## src/rtl/imem_port_arbiter.sv

```systemverilog
// imem_port_arbiter: boot sequencer and single-port arbiter for instruction memory.
// Optional fetch fairness under loader contention: define IMEM_ARB_FAIRNESS_EN.
module imem_port_arbiter #(
  parameter int DEPTH        = 32,
  parameter int MAX_LOAD_RUN = 4
) (
  input  logic        clk,
  input  logic        reset,
  input  logic        fetch_valid,
  input  logic [31:0] fetch_addr,
  output logic        fetch_ready,
  output logic        fetch_rvalid,
  output logic [31:0] fetch_rdata,
  output logic        fetch_err,
  input  logic        load_valid,
  input  logic [31:0] load_addr,
  input  logic [31:0] load_data,
  output logic        load_ready,
  input  logic        load_done,
  output logic        boot_busy,
  output logic [31:0] mem_addr,
  output logic [31:0] mem_wdata,
  output logic        mem_we,
  input  logic [31:0] mem_rdata
);

  typedef enum logic {BOOT, RUN} state_t;

  localparam logic [31:0] DEPTH_W = 32'(DEPTH);

  state_t state;
  logic   in_run;
  logic   force_fetch;
  logic   load_grant;
  logic   fetch_grant;
  logic   fetch_oob;

  assign in_run = (state == RUN);

`ifdef IMEM_ARB_FAIRNESS_EN
  localparam int CW = $clog2(MAX_LOAD_RUN) + 1;
  localparam logic [CW-1:0] RUN_MAX = CW'(MAX_LOAD_RUN);

  logic [CW-1:0] run_cnt;

  // Fetch steals the slot once the loader has won RUN_MAX contested cycles.
  assign force_fetch = in_run && fetch_valid && load_valid
                    && (run_cnt == RUN_MAX);

  always_ff @(posedge clk) begin
    if (reset) begin
      run_cnt <= '0;
    end else if (!in_run || !fetch_valid || fetch_grant) begin
      run_cnt <= '0;
    end else if (load_grant) begin
      run_cnt <= run_cnt + 1'b1;
    end
  end
`else
  logic [31:0] unused_max_run;
  assign unused_max_run = 32'(MAX_LOAD_RUN);
  assign force_fetch    = 1'b0;
`endif

  assign load_grant  = load_valid && !force_fetch;
  assign fetch_grant = in_run && fetch_valid
                    && (!load_valid || force_fetch);
  assign fetch_oob   = (fetch_addr >= DEPTH_W);

  assign load_ready  = load_grant;
  assign fetch_ready = fetch_grant;

  assign mem_addr  = load_grant ? load_addr : fetch_addr;
  assign mem_wdata = load_data;
  assign mem_we    = load_grant && (load_addr < DEPTH_W);

  always_ff @(posedge clk) begin
    if (reset) begin
      state        <= BOOT;
      boot_busy    <= 1'b1;
      fetch_rvalid <= 1'b0;
      fetch_rdata  <= '0;
      fetch_err    <= 1'b0;
    end else begin
      fetch_rvalid <= fetch_grant;
      fetch_err    <= fetch_grant && fetch_oob;
      if (fetch_grant) begin
        fetch_rdata <= fetch_oob ? '0 : mem_rdata;
      end
      unique case (state)
        BOOT: begin
          if (load_done) begin
            state     <= RUN;
            boot_busy <= 1'b0;
          end
        end
        RUN: begin
          state     <= RUN;
          boot_busy <= 1'b0;
        end
      endcase
    end
  end

endmodule

```

## config.mk

```make
export PLATFORM = sky130hd
export DESIGN_NAME = imem_port_arbiter
export DESIGN_NICKNAME = d
export VERILOG_FILES = /design/src/rtl/imem_port_arbiter.sv
export SDC_FILE = /design/constraint.sdc
export NUM_CORES = 1
export LEC_CHECK = 0
export ABC_AREA = 0
export ABC_CLOCK_PERIOD_IN_PS = 1700
export CAP_MARGIN = 0
export CORE_MARGIN = 1.5
export CORE_UTILIZATION = 29
export CTS_BUF_LIST = sky130_fd_sc_hd__clkbuf_16
export DETAILED_ROUTE_END_ITERATION = 10
export GPL_ROUTABILITY_DRIVEN = 0
export HOLD_SLACK_MARGIN = 0.08
export PLACE_DENSITY = 0.9
export SLEW_MARGIN = 20
export SYNTH_ARGS = -nofsm -noshare
export SYNTH_HDL_FRONTEND = slang
export SYNTH_SLANG_ARGS = --single-unit
export TNS_END_PERCENT = 50
```

## constraint.sdc

```tcl
create_clock -name clk -period 1.7 [get_ports clk]
set_clock_uncertainty 0.2 [all_clocks]
set_input_delay 0.17 -clock clk [delete_from_list [all_inputs] [get_ports clk]]
set_output_delay 0.17 -clock clk [all_outputs]
set_load 0.05 [all_outputs]
```

## Word level (Yosys, flattened, before mapping)

Index checks and enable logic that the tools add are counted.

| operators by class | value |
|---|---|
| reduce and logical (&&, ||, !) cells | 5 |
| $lt $le $gt $ge | 2 |
| bitwise operators | 1 |
| mux-type cells | 6 |
| equality and inequality tests | 1 |

Operator list:

| kind | count |
|---|---|
| $mux W32 | 2 |
| $ge A32 B6 Y1 const B | 1 |
| $lt A32 B6 Y1 const B | 1 |
| $logic_and A1 B1 Y1 | 4 |
| $pmux W1 S2 | 2 |
| $mux W1 | 2 |
| $ne A2 B2 Y1 const B | 1 |
| $logic_not A1 Y1 | 1 |
| $not A1 Y1 | 1 |

| word-level totals | value |
|---|---|
| bits of input ports | 133 |
| word-level logic and storage cells | 20 |
| flip-flop bits (word level) | 36 |

## Longest topological paths before layout

| logic depth | value |
|---|---|
| depth after elaboration | 3 |
| gate-level depth with buffers | 5 |
| depth with buffers taken out | 3 |

## Worst setup path before layout

Ideal clock, no wire load.

| timing path | value |
|---|---|
| path type | in2out |
| start point | input load_valid |
| end point | output mem_we |
| buffers on the path | 1 |
| stages on the path | 4 |
| setup slack | -0.063 ns |
| data arrival time | 1.393 ns |
| cells stage by stage | clkbuf_1 nor4b_1 nand4_1 nor2_1 |

| on the way | value |
|---|---|
| cells in the longest elaborated chain, start to end | 1 |

RTL lines:

| item | line | source |
|---|---|---|
| start, declared | 15 | `input logic load_valid,` |
| $logic_and A1 B1 Y1 | 75 | `assign mem_we = load_grant && (load_addr < DEPTH_W);` |
| end, declared | 23 | `output logic mem_we,` |

No other way between the ends.

## Worst setup path in the final report

| timing path | value |
|---|---|
| start point | input fetch_addr[23] |
| end point | register fetch_rdata[29] |

| on the way | value |
|---|---|
| cells in the longest elaborated chain, start to end | 2 |

RTL lines:

| item | line | source |
|---|---|---|
| start, declared | 10 | `input logic [31:0] fetch_addr,` |
| $ge A32 B6 Y1 | 68 | `assign fetch_oob = (fetch_addr >= DEPTH_W);` |
| $mux W32 | 88 | `fetch_rdata <= fetch_oob ? '0 : mem_rdata;` |
| end signal, assigned | 88 |  |
| end, declared | 13 | `output logic [31:0] fetch_rdata,` |

No other way between the ends.
A chain may end at the register's enable or synchronous reset.

==> results.yml <==
grt:
  grt_pass1_vias: 3171
  grt_usage_pct: 24.87
  antenna_found_initial: 1
  grt_pass1_wl_um: 18620
  grt_overflow: 0
  grt_max_degree: 34
critical_path:
  startpoint_type: "input port"
  path_delay_family: "simple AND/OR/NAND/NOR gates"
  crit_arrival_ns: 1.70
  max_stage_delay_ns: 0.56
  crit_fanout: 17
  path_buf_inv: 2
  cp_slowest_cell: "or4_4"
  cp.required_ns: 1.70
  path_class: "in -> reg"
  crit_path_end_kind: "flop"
  crit_chain: "buf_2 > buf_12 > or4b_4 > or4_4 > o21ai_2"
sta:
  slew_viol_final: 0
  max_slew_margin_pct: 76.28
  rsz0062_at_grt: "yes"
  fin_crit_ns: 1.696
  finalCritPeriodShare_pct: 99.79
  whs_ns: 0.1314
  hold_viol_final: 0
  fmax_mhz: 589.5
  finalSetupViolCount: 0
  worst_pin_slew_ns: 0.3526
drt:
  routed_via_density: 5.525
  ant_nets: 0
  wire_per_inst_um: 22.35
  dr.pass1.iters: 4
  num_vias: 3050
  drt_iter0_markers: 136
  drc_errors: 0
  wl_um: 12340
worst_hold_path:
  timing.hold.worst.class: "in -> reg"
synth:
  syn_area_per_cell_um2: 9.058
  synth.top_cell.area_share_pct: 27.63
  syn_inst: 288
  syn_area_mm2: 0.002609
  yosysSeqAreaShare_pct: 27.63
  ys_ff_latch: 36
  synthDistinctLibCells: 22
  syn_nets: 421
  yosys-top-cells-area: "dfxtp_1, mux2_2, or4b_1"
  yosysWarnings: 0
  synth.largest_area_cell: "dfxtp_1"
die:
  boundaryPins: 235
  core_mm2: 0.008721
  initial_core_util_pct: 29.91
  die_y_um: 97.85
  rows: 34
  dieArea_mm2: 0.009574
  die_w_um: 97.85
power_and_ir_drop:
  totalPowerFinal_mw: 2.831
  power.leakage_nw: 1.872
  p_per_area_mw_per_mm2: 577.8
  peakVddDrop_uv: 311.7
clock_tree:
  root_buffer: "clkbuf_16"
  cts_buffers: 5
  cts_num_sinks: 36
  clkLatencyLatePin_ns: 0.28
  cts.path.max_buffers: 2
  cts_tree: "done"
  clkTransAtPathRegs_ns: 0.06
  cts_hold_buf: 0
  htreeDepth: 2
cells_and_area:
  fin_area_mm2: 0.004900
  fill_cells: 764
  areaGrowthSynthToFinish_pct: 87.82
  fin_util_pct: 56.18
  final_cell_mix: "buf_4, clkdlybuf4s50_1, buf_12"
  fin_nets: 575
  final_cells: 552
  final_layout_size_suffix_gt1_share_pct: 41.53
  final_common_cell: "buf_4"
run:
  cap_violations: 0
place:
  io_buffers: 170
  placed_cell_area_mm2: 0.004586
  hpwlAfterDp_um: 8462
  dpl.cell_count: 534
run_status:
  status: "finished clean"
[state kept, by name, indices dropped and copies added, names as in the netlist]
register,flops
fetch_rdata,32
fetch_rvalid,1
fetch_err,1
boot_busy,1
in_run,1
[where the power goes]
group          internal, mW  switching [mW]
registers             0.849         0.00290
clock network         0.540           0.357
logic                 0.564           0.518
[worst paths after layout]
| kind | from | end | slack, ns | cells after the start |
|---|---|---|---|---|
| max | fetch_addr[23] | fetch_rdata[29] | 0.004 | 5 |
| min | fetch_addr[19] | fetch_rdata[27] | 0.13 | 4 |
| max reg2reg | in_run | fetch_rdata[31] | 0.07 | 4 |
| min reg2reg | fetch_rdata[11] | fetch_rdata[11] | 0.28 | 2 |
[metal layers]
layer	track usage (%)	vias up	wire length, um
met5	0	-	0
met4	6.484	0	176
met3	6.943	17	1131
met2	44.62	175	6457
met1	28.98	1453	4572
li1	-	1405	-
[worst register-to-register path, stage by stage, from the launching register on]
cell and delay [ns]:
dfxtp_1 0.33, nand4bb_1 0.10, buf_4 0.23, or4_1 0.54, o21ai_2 0.14
[metrics by stage]
| stage | setup slack (ns) | TNS, ns |
|---|---|---|
| final | 0.003598 | 0 |
| after global routing | -0.04099 | -0.1220 |
| after CTS | 0.002074 | 0 |
| after detailed placement | -0.6529 | -27.51 |
| after global placement | -0.6176 | -27.51 |
| after floorplan | -0.05372 | -1.554 |
[synthesized netlist by cell type (all sizes together)]
cell / number
nand4bb: 1
nand3: 1
nor4b: 1
o21a: 1
clkbuf: 28
or3: 2
nor2: 5
dfxtp: 36
or4: 34
nor4: 10
nand3b: 33
buf: 36
or4b: 32
mux2: 32
o21ai: 32
inv: 2
nand4: 2
[layout make-up]
cell class              instances  area [um^2]  share of cell area, %
flip-flops and latches         36        720.7                  14.71
diodes                          1        2.502                0.05107
inverters                       2        7.507                 0.1532
repair buffers                204         2218                  45.28
multi-input cells             193         1672                  34.12
well taps                     108        135.1                  2.758
clock inverters                 3        18.77                 0.3830
clock buffers                   5        125.1                  2.554
[logic make-up after synthesis]
kind of cell / Yosys count / synth area share [%]
and+or+nand+nor: 121 / 36.88
DFF: 36 / 27.63
muxes: 32 / 13.81
AOI/OAI and AO/OA: 33 / 6.427
buffers and inverters: 66 / 15.25
[timing repair]
action | CTS | global route
pin swaps | 23 | 17
setup buffers | 3 | 0
endpoints found under the hold margin | 0 | 0
resized for setup | 99 | 28
endpoints found under the setup margin | 67 | 28
gates cloned | 10 | 1
No activity file was read; power rests on OpenSTA's default activity.
